### src/rtl/uart_wb_pkg.sv
// Shared types, bus widths and byte-lane helpers for the UART Wishbone host.
package uart_wb_pkg;

  typedef enum logic [1:0] {
    IDLE = 2'd0,
    BUS  = 2'd1,
    RESP = 2'd2
  } state_e;

  localparam int WB_ADDR_W = 5;
  localparam int WB_DATA_W = 32;
  localparam int WB_SEL_W  = 4;

  function automatic logic [WB_SEL_W-1:0] lane_sel(input logic [1:0] lane);
    return 4'b0001 << lane;
  endfunction

  function automatic logic [WB_DATA_W-1:0] byte_insert(input logic [7:0] b,
                                                       input logic [1:0] lane);
    return {24'd0, b} << {lane, 3'b000};
  endfunction

  function automatic logic [7:0] byte_extract(input logic [WB_DATA_W-1:0] d,
                                              input logic [1:0] lane);
    logic [WB_DATA_W-1:0] s;
    s = d >> {lane, 3'b000};
    return s[7:0];
  endfunction

endpackage

### src/rtl/uart_wb_watchdog.sv
// Bus-cycle watchdog: counts enabled cycles since clear and flags the
// TIMEOUT_CYCLES-th one. TIMEOUT_CYCLES = 0 disables it.
module uart_wb_watchdog #(
  parameter int TIMEOUT_CYCLES = 64
) (
  input  logic clk_i,
  input  logic rst_ni,
  input  logic clr_i,
  input  logic en_i,
  output logic timeout_o
);

  localparam int CNT_W = (TIMEOUT_CYCLES > 0) ? $clog2(TIMEOUT_CYCLES + 1) : 1;
  localparam logic [CNT_W-1:0] LAST =
    (TIMEOUT_CYCLES > 0) ? CNT_W'(TIMEOUT_CYCLES - 1) : '0;
  localparam bit ENABLED = (TIMEOUT_CYCLES > 0);

  logic [CNT_W-1:0] cnt_q, cnt_d;

  // Saturates at LAST so a stalled FSM never wraps the count.
  always_comb begin
    cnt_d = cnt_q;
    if (clr_i) begin
      cnt_d = '0;
    end else if (en_i && (cnt_q != LAST)) begin
      cnt_d = cnt_q + CNT_W'(1);
    end
  end

  always_ff @(posedge clk_i or negedge rst_ni) begin
    if (!rst_ni) begin
      cnt_q <= '0;
    end else begin
      cnt_q <= cnt_d;
    end
  end

  assign timeout_o = ENABLED && en_i && (cnt_q == LAST);

endmodule

### src/rtl/uart_wb_host.sv
// Command-driven Wishbone classic master for the UART 16550 register port:
// one bus cycle per command, byte-lane steering and a watchdog bound.
module uart_wb_host
  import uart_wb_pkg::*;
#(
  parameter int TIMEOUT_CYCLES = 64
) (
  input  logic                 wb_clk_i,
  input  logic                 wb_rst_i,
  input  logic                 cmd_valid,
  output logic                 cmd_ready,
  input  logic                 cmd_we,
  input  logic [4:0]           cmd_addr,
  input  logic [7:0]           cmd_wdata,
  output logic                 rsp_valid,
  input  logic                 rsp_ready,
  output logic [7:0]           rsp_rdata,
  output logic                 rsp_err,
  output logic                 busy_o,
  output logic [WB_ADDR_W-1:0] wb_adr_o,
  output logic [WB_SEL_W-1:0]  wb_sel_o,
  output logic [WB_DATA_W-1:0] wb_dat_o,
  output logic                 wb_we_o,
  output logic                 wb_stb_o,
  output logic                 wb_cyc_o,
  input  logic [WB_DATA_W-1:0] wb_dat_i,
  input  logic                 wb_ack_i
);

  state_e               state_q, state_d;
  logic                 cmd_ready_q, cmd_ready_d;
  logic                 busy_q, busy_d;
  logic                 rsp_valid_q, rsp_valid_d;
  logic [7:0]           rsp_rdata_q, rsp_rdata_d;
  logic                 rsp_err_q, rsp_err_d;
  logic [WB_ADDR_W-1:0] adr_q, adr_d;
  logic [WB_SEL_W-1:0]  sel_q, sel_d;
  logic [WB_DATA_W-1:0] dat_q, dat_d;
  logic                 we_q, we_d;
  logic                 cyc_q, cyc_d;
  logic                 wd_clr, wd_en, wd_timeout;

  uart_wb_watchdog #(.TIMEOUT_CYCLES(TIMEOUT_CYCLES)) u_watchdog (
    .clk_i    (wb_clk_i),
    .rst_ni   (wb_rst_i),
    .clr_i    (wd_clr),
    .en_i     (wd_en),
    .timeout_o(wd_timeout)
  );

  always_comb begin
    state_d     = state_q;
    cmd_ready_d = cmd_ready_q;
    busy_d      = busy_q;
    rsp_valid_d = rsp_valid_q;
    rsp_rdata_d = rsp_rdata_q;
    rsp_err_d   = rsp_err_q;
    adr_d       = adr_q;
    sel_d       = sel_q;
    dat_d       = dat_q;
    we_d        = we_q;
    cyc_d       = cyc_q;
    wd_clr      = 1'b0;
    wd_en       = 1'b0;
    unique case (state_q)
      IDLE: begin
        if (cmd_valid && cmd_ready_q) begin
          state_d     = BUS;
          cmd_ready_d = 1'b0;
          busy_d      = 1'b1;
          cyc_d       = 1'b1;
          adr_d       = cmd_addr;
          we_d        = cmd_we;
          sel_d       = lane_sel(cmd_addr[1:0]);
          dat_d       = byte_insert(cmd_wdata, cmd_addr[1:0]);
          wd_clr      = 1'b1;
        end
      end
      BUS: begin
        wd_en = 1'b1;
        // Ack takes priority over a watchdog expiry in the same cycle.
        if (wb_ack_i || wd_timeout) begin
          state_d     = RESP;
          rsp_valid_d = 1'b1;
          cyc_d       = 1'b0;
          adr_d       = '0;
          sel_d       = '0;
          dat_d       = '0;
          we_d        = 1'b0;
          rsp_err_d   = !wb_ack_i;
          rsp_rdata_d = (wb_ack_i && !we_q) ? byte_extract(wb_dat_i, adr_q[1:0]) : 8'd0;
        end
      end
      RESP: begin
        if (rsp_ready) begin
          state_d     = IDLE;
          rsp_valid_d = 1'b0;
          rsp_rdata_d = 8'd0;
          rsp_err_d   = 1'b0;
          busy_d      = 1'b0;
          cmd_ready_d = 1'b1;
        end
      end
      default: state_d = IDLE;
    endcase
  end

  always_ff @(posedge wb_clk_i or negedge wb_rst_i) begin
    if (!wb_rst_i) begin
      state_q     <= IDLE;
      cmd_ready_q <= 1'b1;
      busy_q      <= 1'b0;
      rsp_valid_q <= 1'b0;
      rsp_rdata_q <= '0;
      rsp_err_q   <= 1'b0;
      adr_q       <= '0;
      sel_q       <= '0;
      dat_q       <= '0;
      we_q        <= 1'b0;
      cyc_q       <= 1'b0;
    end else begin
      state_q     <= state_d;
      cmd_ready_q <= cmd_ready_d;
      busy_q      <= busy_d;
      rsp_valid_q <= rsp_valid_d;
      rsp_rdata_q <= rsp_rdata_d;
      rsp_err_q   <= rsp_err_d;
      adr_q       <= adr_d;
      sel_q       <= sel_d;
      dat_q       <= dat_d;
      we_q        <= we_d;
      cyc_q       <= cyc_d;
    end
  end

  assign cmd_ready = cmd_ready_q;
  assign busy_o    = busy_q;
  assign rsp_valid = rsp_valid_q;
  assign rsp_rdata = rsp_rdata_q;
  assign rsp_err   = rsp_err_q;
  assign wb_adr_o  = adr_q;
  assign wb_sel_o  = sel_q;
  assign wb_dat_o  = dat_q;
  assign wb_we_o   = we_q;
  assign wb_cyc_o  = cyc_q;
  assign wb_stb_o  = cyc_q;

endmodule

### config.mk
export PLATFORM = sky130hd
export DESIGN_NAME = uart_wb_host
export DESIGN_NICKNAME = d
export VERILOG_FILES = /design/src/rtl/uart_wb_pkg.sv /design/src/rtl/uart_wb_watchdog.sv /design/src/rtl/uart_wb_host.sv
export SDC_FILE = /design/constraint.sdc
export NUM_CORES = 1
export LEC_CHECK = 0
export CELL_PAD_IN_SITES_DETAIL_PLACEMENT = 2
export CELL_PAD_IN_SITES_GLOBAL_PLACEMENT = 2
export CORE_UTILIZATION = 30
export CTS_CLUSTER_SIZE = 14
export DETAILED_ROUTE_END_ITERATION = 16
export GPL_TIMING_DRIVEN = 0
export PLACE_DENSITY = 0.91
export REMOVE_ABC_BUFFERS = 1
export SLEW_MARGIN = 10
export SYNTH_ARGS = -nofsm -noshare
export SYNTH_HDL_FRONTEND = slang
export SYNTH_SLANG_ARGS = --single-unit
### constraint.sdc
create_clock -name wb_clk_i -period 3.19 [get_ports wb_clk_i]
set_clock_uncertainty 0.15 [all_clocks]
set_input_delay 0.638 -clock wb_clk_i [delete_from_list [all_inputs] [get_ports wb_clk_i]]
set_output_delay 0.638 -clock wb_clk_i [all_outputs]
set_load 0.05 [all_outputs]
# Word level (Yosys, flattened, before mapping)
# Index checks and enable logic that the tools add are counted.
[op_classes]
addsub = 1
n_eq_ne = 7
shifts = 3
mux = 36
reduce_logical = 16
[ops]
columns = ["op", "n"]
rows = [
  ["$mux 32", 2],
  ["$pmux 32 s2", 1],
  ["$shl 8x5->32", 1],
  ["$shr 32x5->8", 1],
  ["$mux 8", 3],
  ["$pmux 8 s2", 1],
  ["$mux 7", 2],
  ["$pmux 1 s2", 6],
  ["$reduce_and 3->1", 4],
  ["$mux 1", 11],
  ["$mux 5", 2],
  ["$pmux 5 s2", 1],
  ["$mux 4", 2],
  ["$pmux 4 s2", 1],
  ["$reduce_bool 2->1", 4],
  ["$add 7x1->7 const B", 1],
  ["$eq 7x6->1 const B", 1],
  ["$ne 7x6->1 const B", 1],
  ["$mux 2", 3],
  ["$ne 2x2->1 const B", 3],
  ["$pmux 2 s3", 1],
  ["$logic_and 1x1->1", 4],
  ["$shl 1x2->4 const A", 1],
  ["$eq 2x1->1 const B", 1],
  ["4 further kinds", 5],
]
[word_totals]
reg_bits = 64
inputBits = 51
out_inout_bits = 56
wordCells = 75

# Depth between registers and ports, before layout
# Gate-level depths: netlist of run 1.
[depth]
ltp_word = 6
mapped_depth = 6
ltp_nobuf = 4

# Modules after synthesis
# Synthesis of run 1 repeated with hierarchy kept, for this count alone.
[unflattened]
cells_unflattened = 232
hier_area_um2 = 2889.0
[modules_own_cells]
columns = ["module", "n_inst", "cells_each", "area_per_inst_um2", "seq_area_each_um2"]
rows = [
  ["uart_wb_host", 1, 193, 2498.6, 1427.6],
  ["uart_wb_watchdog", 1, 39, 390.4, 175.2],
]

# Worst setup path before layout of run 1
# No wires, ideal clock.
[synth_path]
path_kind = "reg2reg"
from = "reg adr_q[0] (netlist: wb_adr_o[0])"
to = "reg rsp_rdata_q[0] (netlist: rsp_rdata[0])"
setup_time_ns = 0.121
arrival_ns = 1.891
required_ns = 2.919
path_slack_ns = 1.028
path_stages_with_launch = 4
n_path_buf = 1
period_less_slack_ns = 2.162
cell_sequence = "dfrtp_1 > clkbuf_1 > mux4_2 > a22o_1"
[synth_via]
elab_chain_cells = 4
[synth_lines]
columns = ["element", "line_no", "text"]
rows = [
  ["start, declared", "uart_wb_host.sv:36", "logic [WB_ADDR_W-1:0] adr_q, adr_d;"],
  ["start signal, assigned", "uart_wb_host.sv:128", "adr_q <= adr_d;"],
  ["$shr 32x5->8", "uart_wb_pkg.sv:26", "s = d >> {lane, 3'b000};"],
  ["$mux 8", "uart_wb_host.sv:91", "rsp_rdata_d = (wb_ack_i && !we_q) ? byte_extract(wb_dat_i, adr_q[1:0]) : 8'd0;"],
  ["$mux 8", "uart_wb_host.sv:82", "if (wb_ack_i || wd_timeout) begin"],
  ["$pmux 8 s2", "uart_wb_host.sv:65", "unique case (state_q)"],
  ["end signal, assigned", "uart_wb_host.sv:126", "rsp_rdata_q <= rsp_rdata_d;"],
  ["end, declared", "uart_wb_host.sv:34", "logic [7:0] rsp_rdata_q, rsp_rdata_d;"],
]
# Every way passes these cells. The select of a mux whose other input is x is not followed.
# A chain may end at the register's enable or synchronous reset.

# Final worst setup path of run 1
[layout_path]
from = "reg adr_q[0] (netlist: wb_adr_o[0])"
to = "out wb_adr_o[0]"
[layout_lines]
columns = ["element", "line_no", "text"]
rows = [
  ["end, declared", "uart_wb_host.sv:20", "output logic [WB_ADDR_W-1:0] wb_adr_o,"],
]
# No word-level cell between the ends.

==> results of run 1 <==
==> registers in the layout, indices dropped and copies added, names as in the netlist, 2 cells and up <==
register,cells
rsp_rdata,8
state_q,2
u_watchdog.cnt_q,7
wb_adr_o,5
wb_dat_o,32
wb_sel_o,4
==> cells in the mapped netlist (2+ instances only) <==
cell      count
nand2b_1      2
nor2b_1       2
and4b_1       2
buf_6         6
o21ai_0       2
nand2_1      10
dfrtp_1      63
buf_1         2
nand3_1       2
nor3_2        2
mux4_2        8
clkbuf_1      6
inv_1         5
a22o_1       46
a21oi_1       5
nor2_1        2
and3_1        2
nor4_1        2
mux2i_1       3
buf_2         2
nor3_1        3
a21o_1        5
==> layout by cell type, fill, tap and decap left out, types with 2 or more instances in the layout <==
cell             count
buf_8                2
and3_1               2
nor4_1               2
a21oi_1              5
nor3_1               3
nand3_1              2
clkbuf_1             2
nor3_2               2
clkbuf_8             9
inv_1                5
bufinv_16            2
mux2i_1              3
nor2_1               2
mux4_2               8
o21ai_0              2
a21o_1               5
clkdlybuf4s50_1    105
a22o_1              46
nand2b_1             2
and4b_1              2
nor2b_1              2
nand2_1             10
dfrtp_1             63
==> logic make-up after synthesis <==
group,share of synthesized area
AO/OA/AOI/OAI,0.2080
flip-flops,0.5831
AND/OR/NAND/NOR,0.07920
buffers and inverters,0.04870
multiplexers,0.07647
adder cells (fa/ha/maj),0.004551
==> final cells by class <==
class / count / area (sq um) / share of cell area
Sequential cell: 64 / 1603 / 0.3938
Timing Repair Buffer: 108 / 1089 / 0.2674
Multi-Input combinational cell: 113 / 1012 / 0.2487
Tap cell: 108 / 135.1 / 0.03320
Clock buffer: 11 / 131.4 / 0.03228
Clock inverter: 5 / 81.33 / 0.01998
Inverter: 5 / 18.77 / 0.004611
==> report_power, final <==
part           switching (mW)  total (mW)  leakage [nW]  internal (mW)
clock network           0.317       0.758         0.104          0.441
logic                   0.854        1.41         0.836          0.552
registers               0.189        1.20         0.860           1.01
total                    1.36        3.36          1.80           2.00
==> per-layer routing <==
layer  track usage  wire, um  up-vias
met4       0.05012       108        0
met5             0         0        -
met2        0.3241      4356       72
met3       0.05324       463        9
li1              -         -      968
met1        0.2306      3516     1103
==> metrics by stage <==
stage	hold WS [ps]	setup TNS, ps	cells	area, sq um
after floorplan	192.4	0	182	2634
after global placement	312.9	-55630	396	3830
after detailed placement	322.6	0	398	3857
after CTS	270.4	0	414	4070
after global routing	302.7	0	414	4070
final	247.8	0	414	4070
==> worst max path at each step <==
stage                     cells after the start  slack, ps     endpoint                 from
final                                         1        440  wb_adr_o[0]          wb_adr_o[0]
after global routing                          1        300  wb_adr_o[0]          wb_adr_o[0]
after CTS                                     1        380  wb_adr_o[0]          wb_adr_o[0]
after detailed placement                      4        350  wb_dat_o[1]            cmd_valid
after global placement                        1       -780  wb_sel_o[0]             wb_rst_i
after floorplan                               4        760  wb_dat_o[0]  u_watchdog.cnt_q[0]
==> impl_metrics.csv, run 1 <==
group,metric,value,unit
global_routing,grt_pass1_vias,2466,
cts,ctsResizeCount,0,
sta,drv_slew,0,
placed_design,routabilityCongestion,0.6875,
power,finalPower,3.360,mW
setup_path,criticalPathCategory,"reg -> out",
run_status,violations,"design-rule violations",
routing,drc,17,
floorplanning,fp.dieH,97.73,um
placed_design,dpl_worst_slack,346.2,ps
power,power_density,825.5,nW/um^2
run,cap_violations,0,
cts,cts_buffers,9,
cts,clock_path_buffers,2,
final_layout,fillCellCount,874,
cts,cts.sinks,64,
setup_path,path_delay_family,"buffers and inverters",
cts,cts_root_buffer,"clkbuf_8",
yosys,syn_avg_cell_area,13.81,sq um
final_layout,final_core_util,0.4622,
cts,cts_setup_buffers,0,
routing,dr.pass1.iters,10,
setup_path,cp_max_fo,10,
routing,wl,8445,um
setup_path,critPathRequiredTime,2400,ps
floorplanning,boundaryPins,107,
final_layout,antenna_cells,0,
setup_path,worst_path_largest_cell_delay,920,ps
floorplanning,start_util,0.3122,
floorplanning,num_rows,34,
global_routing,grt_overflow,0,
routing,viasPerCell,5.198,
cts,hold_buffers,0,
yosys,synth_area_leaders,"dfrtp_1 57%, a22o_1 15%, mux4_2 6.6%",
power,ir_drop,0.3390,mV
setup_path,cp.arrival,1970,ps
routing,drt_iter0_markers,87,
cts,insertion_delay,340,ps
setup_path,regToRegEndpoint,"wb_dat_o[12]",
floorplanning,chipWidth,97.73,um
sta,fin_crit,2755,ps
hold_path,hp-class,"in -> async",
final_layout,finalNetCount,353,
yosys,yosysWarnings,0,
global_routing,gr-usage-all-layers,0.1878,
sta,worst_slew_pin_slew,843.2,ps
setup_path,cp_slowest_cell,"clkdlybuf4s50_1",
setup_path,worstPathCellList,"clkdlybuf4s50_1",
placed_design,post-dp-hpwl,5989,um
yosys,yosysTopAreaCellShare,0.5735,
floorplanning,fp.dieArea,9550,sq um
routing,post_drt_wl_per_cell,20.40,um
yosys,ys.flop_type,"dfrtp_1",
power,power_leakage,1.800,nW
setup_path,reg2regPathDepth,6,
final_layout,drive_above_1_share,0.1078,
final_layout,area_growth,48.07,%
placed_design,port_buffers,106,
global_routing,grt_pass1_wl,13810,um
yosys,syn_area,2749,sq um
setup_path,cp-start-kind,"flip-flop",
sta,finalSetupViolCount,0,
setup_path,critPathBufInv,1,
yosys,ys_ff_latch,64,
setup_path,r2r_slack,760,ps
sta,fin_ws,435.0,ps
run_status,status,"finished with violations",
sta,rsz0062_at_grt,"no",
sta,fmax,0.3630,GHz
sta,fin_crit_sh,0.8636,
yosys,synthDistinctLibCells,39,
sta,hold_viol_final,0,
routing,via_count,2152,
yosys,ys_seq_area_frac,0.5831,
cts,cts_tree,"built",
yosys,async_reset_ff_frac,1.000,
yosys,synth_enable_flop_cells,0,
setup_path,r2r_start,"u_watchdog.cnt_q[0]",
cts,path_clk_slew,80,ps
yosys,synth_top_area_cell,"dfrtp_1",
setup_path,worstSetupEndpointType,"primary output",
global_routing,grt_max_degree,65,
floorplanning,core_area,8806,sq um
global_routing,antenna_found_initial,0,
routing,ant_nets,0,
yosys,syn_inst,199,
cts,h-tree-depth,3,
sta,relSlewSlack,0.4379,
No activity file was read; power rests on OpenSTA's default activity.
==> run 2: changes to the inputs <==
CORE_UTILIZATION = 31   (was 30)
CTS_BUF_LIST = sky130_fd_sc_hd__clkbuf_4   (was not set)
PLACE_DENSITY = 0.93   (was 0.91)
==> impl_metrics.csv, run 2 (synthesis results as in run 1) <==
group,metric,value,unit
run_status,status,"completed",
final_layout,drive_above_1_share,0.1144,
final_layout,area_growth,45.97,%
power,power_leakage,1.786,nW
setup_path,r2r_start,"u_watchdog.cnt_q[0]",
setup_path,worstPathCellList,"clkdlybuf4s50_1",
setup_path,cp.arrival,2040,ps
power,finalPower,3.236,mW
setup_path,critPathRequiredTime,2400,ps
final_layout,instances_no_fill,411,
final_layout,antenna_cells,0,
routing,post_drt_wl_per_cell,21.02,um
global_routing,antenna_found_initial,0,
floorplanning,chipWidth,96.17,um
routing,via_count,2181,
setup_path,worstSetupEndpointType,"primary output",
routing,drt_iter0_markers,58,
routing,drc,0,
global_routing,gr-usage-all-layers,0.2005,
cts,cts_root_buffer,"clkbuf_4",
setup_path,r2r_slack,890,ps
routing,dr.pass1.iters,4,
sta,fmax,0.3540,GHz
cts,cts.sinks,64,
setup_path,regToRegEndpoint,"wb_dat_o[30]",
routing,viasPerCell,5.307,
sta,worst_slew_pin_slew,831.6,ps
cts,ctsResizeCount,0,
final_layout,mostFrequentLayoutCells,"105 x clkdlybuf4s50_1, 63 x dfrtp_1, 46 x a22o_1",
run,cap_violations,0,
sta,final.setup.tns,0,ps
setup_path,worst_path_largest_cell_delay,910,ps
final_layout,fin_area,4013,sq um
global_routing,grt_pass1_wl,13390,um
placed_design,routabilityCongestion,0.6848,
global_routing,grt_max_degree,65,
sta,fin_crit_sh,0.8856,
floorplanning,boundaryPins,107,
global_routing,grt_pass1_vias,2324,
cts,clock_path_buffers,2,
hold_path,hp-class,"in -> async",
power,power_density,806.4,nW/um^2
cts,hold_buffers,0,
cts,cts_tree,"built",
setup_path,path_delay_family,"buffers and inverters",
setup_path,criticalPathCategory,"reg -> out",
placed_design,port_buffers,106,
sta,drv_slew,0,
floorplanning,start_util,0.3280,
routing,ant_nets,0,
placed_design,placed_cells,395,
floorplanning,fp.dieH,96.17,um
floorplanning,num_rows,33,
setup_path,cp-start-kind,"flip-flop",
placed_design,placed_area,3854,sq um
power,ir_drop,0.2665,mV
setup_path,crit_end,"wb_adr_o[0]",
setup_path,critPathLaunch,"wb_adr_o[0]",
final_layout,final_core_util,0.4787,
routing,wl,8638,um
cts,insertion_delay,410,ps
cts,cts_buffers,9,
global_routing,grt_overflow,0,
sta,finalSetupViolCount,0,
placed_design,post-dp-hpwl,6245,um
setup_path,cp_slowest_cell,"clkdlybuf4s50_1",
setup_path,crit_cells,1,
cts,cts_setup_buffers,0,
sta,rsz0062_at_grt,"no",
sta,hold_viol_final,0,
floorplanning,fp.dieArea,9248,sq um
sta,fin_crit,2825,ps
setup_path,critPathBufInv,1,
floorplanning,core_area,8382,sq um
final_layout,finalNetCount,353,
final_layout,final_common_cell,"clkdlybuf4s50_1",
setup_path,cp_max_fo,10,
cts,path_clk_slew,120,ps
setup_path,reg2regPathDepth,5,
final_layout,largest_reg_flops,32,
sta,relSlewSlack,0.4456,
cts,h-tree-depth,3,
run 2: cell type report:
type	count	area, sq um
multi-input combinational	113	1012
fill	825	4369
inverter	5	18.77
sequential	64	1603
clock buffer	10	75.07
clock inverter	6	83.83
tap	105	131.4
timing repair buffer	108	1089
run 2: worst min path at each step:
stage / from / to / slack [ps] / depth (start not counted)
floorplan: wb_rst_i / busy_o / 190 / 0
global placement: wb_sel_o[0] / wb_sel_o[0] / 310 / 1
detailed placement: wb_sel_o[3] / wb_sel_o[3] / 320 / 1
CTS: wb_rst_i / wb_adr_o[3] / 180 / 1
global route: wb_rst_i / wb_adr_o[3] / 200 / 1
finish: wb_rst_i / rsp_rdata[3] / 160 / 1
run 2: power by group:
group | internal [mW] | switching [mW] | total (mW)
Combinational | 0.551 | 0.854 | 1.40
Clock | 0.324 | 0.309 | 0.634
Sequential | 1.01 | 0.192 | 1.20
Total | 1.88 | 1.35 | 3.24
run 2: per-stage QoR:
step / hold WS (ps) / setup WS, ps
3_5_place_dp: 319.0 / 418.5
5_1_grt: 202.9 / 195.7
2_1_floorplan: 192.4 / 764.7
4_1_cts: 183.8 / 302.5
3_3_place_gp: 310.8 / -796.1
6_report: 155.7 / 364.9
run 2: per-layer routing:
metal / wire length, um / track usage / part of all wire
met5: 0 / 0 / 0
met4: 158 / 0.07836 / 0.018
met3: 531 / 0.05213 / 0.061
met2: 4321 / 0.3257 / 0.50
met1: 3627 / 0.2548 / 0.42
==> run 3: changes to the inputs <==
CORE_UTILIZATION = 30   (was 31)
CTS_BUF_LIST = not set   (was sky130_fd_sc_hd__clkbuf_4)
PLACE_DENSITY = 0.91   (was 0.93)
SLEW_MARGIN = 20   (was 10)
==> impl_metrics.csv, run 3 (synthesis results as in run 1) <==
group,metric,value,unit
global_routing,grt_pass1_vias,2438,
cts,ctsResizeCount,0,
setup_path,reg2regPathDepth,6,
setup_path,crit_cells,1,
sta,fin_crit_sh,0.8627,
power,seqPwrFrac,0.364,
floorplanning,start_util,0.3122,
sta,rsz0062_at_grt,"no",
routing,dr.pass1.iters,10,
global_routing,gr-usage-all-layers,0.1851,
routing,wl,8420,um
setup_path,critPathRequiredTime,2400,ps
final_layout,final_core_util,0.4616,
power,ir_drop,0.3440,mV
run_status,status,"finished with violations",
final_layout,finalNetCount,354,
setup_path,worst_path_largest_cell_delay,910,ps
cts,cts_buffers,9,
global_routing,antenna_found_initial,0,
final_layout,largest_reg_flops,32,
sta,fin_crit,2752,ps
setup_path,cp.arrival,1960,ps
cts,insertion_delay,330,ps
setup_path,cp_slowest_cell,"clkdlybuf4s50_1",
final_layout,fin_area,4065,sq um
global_routing,grt_overflow,0,
global_routing,grt_max_degree,41,
power,power_leakage,1.798,nW
cts,h-tree-depth,3,
cts,hold_buffers,0,
floorplanning,core_area,8806,sq um
sta,final.setup.tns,0,ps
setup_path,cp_max_fo,10,
routing,drc,17,
setup_path,worstPathCellList,"clkdlybuf4s50_1",
power,swShare,0.4101,
final_layout,antenna_cells,0,
routing,drt_iter0_markers,102,
cts,cts.sinks,64,
setup_path,worstSetupEndpointType,"primary output",
power,clockPowerShare,0.206,
power,p_int,1.940,mW
routing,via_count,2175,
floorplanning,boundaryPins,107,
floorplanning,chipWidth,97.73,um
final_layout,fillCellCount,878,
cts,cts_tree,"built",
setup_path,r2r_slack,750,ps
sta,hold_slack,61.25,ps
cts,path_clk_slew,70,ps
floorplanning,fp.dieArea,9550,sq um
routing,viasPerCell,5.254,
floorplanning,num_rows,34,
sta,hold_viol_final,0,
setup_path,cp-start-kind,"flip-flop",
sta,finalSetupViolCount,0,
power,p_switching,1.349,mW
global_routing,grt_pass1_wl,13620,um
sta,fmax,0.3634,GHz
final_layout,area_growth,47.88,%
setup_path,critPathLaunch,"wb_adr_o[0]",
hold_path,hp-class,"in -> async",
routing,post_drt_wl_per_cell,20.34,um
sta,worst_slew_pin_slew,854.0,ps
setup_path,path_delay_family,"buffers and inverters",
setup_path,criticalPathCategory,"reg -> out",
placed_design,port_buffers,106,
sta,drv_slew,0,
placed_design,routabilityCongestion,0.6875,
power,finalPower,3.289,mW
final_layout,mostFrequentLayoutCells,"105 x clkdlybuf4s50_1, 63 x dfrtp_1, 46 x a22o_1",
placed_design,placed_area,3877,sq um
run_status,violations,"design-rule violations",
cts,cts_setup_buffers,0,
setup_path,regToRegEndpoint,"wb_dat_o[10]",
final_layout,final_common_cell,"clkdlybuf4s50_1",
power,power_density,809.0,nW/um^2
routing,ant_nets,0,
placed_design,post-dp-hpwl,6131,um
sta,relSlewSlack,0.4276,
setup_path,r2r_start,"u_watchdog.cnt_q[0]",
cts,cts_root_buffer,"clkbuf_8",
cts,clock_path_buffers,2,
setup_path,critPathBufInv,1,
final_layout,drive_above_1_share,0.1078,
power,combPwrFrac,0.429,
floorplanning,fp.dieH,97.73,um
run,cap_violations,0,
[run 3: cell count changes in the layout (fill, tap and decap cells not counted)]
cell / previous run / this run
clkinv_2: 3 / 1
clkbuf_4: 10 / 0
clkinvlp_4: 0 / 1
bufinv_16: 2 / 1
clkbuf_8: 0 / 10
clkinv_4: 1 / 0
clkbuf_1: 0 / 2
buf_12: 0 / 1
[run 3: layout make-up]
class	count	area [sq um]	share of cell area
clock buffer	12	145.1	0.03570
clock inverter	3	42.54	0.01046
inverter	5	18.77	0.004617
multi-input combinational	113	1012	0.2490
sequential	64	1603	0.3943
tap	108	135.1	0.03324
timing repair buffer	109	1109	0.2727
[run 3: per-layer routing]
metal  part of all wire  wire length [um]  global-route usage
met5                  0                 0                   0
met4              0.015               128             0.05828
met3              0.055               467             0.04892
met2               0.51              4312              0.3164
met1               0.42              3512              0.2284
[run 3: power by group through the flow]
| stage | logic [mW] | clock network [mW] | registers [mW] |
|---|---|---|---|
| 2_1_floorplan | 0.311 | 0 | 1.75 |
| 3_3_place_gp | 1.36 | 0 | 1.20 |
| 3_5_place_dp | 1.42 | 0 | 1.22 |
| 4_1_cts | 1.43 | 0.709 | 1.20 |
| 5_1_grt | 1.47 | 0.729 | 1.24 |
| 6_report | 1.41 | 0.679 | 1.20 |
[run 3: how the worst max path moves through the flow]
stage / endpoint / slack, ps
2_1_floorplan: wb_dat_o[0] / 760
3_3_place_gp: wb_sel_o[0] / -780
3_5_place_dp: wb_dat_o[7] / 380
4_1_cts: wb_adr_o[0] / 390
5_1_grt: wb_adr_o[0] / 290
6_report: wb_adr_o[0] / 440
[run 3: through the flow]
step	worst slack [ps]	instances
detailed placement	380.4	399
floorplan	764.7	182
finish	437.8	414
global route	291.2	414
CTS	391.8	414
global placement	-783.6	396
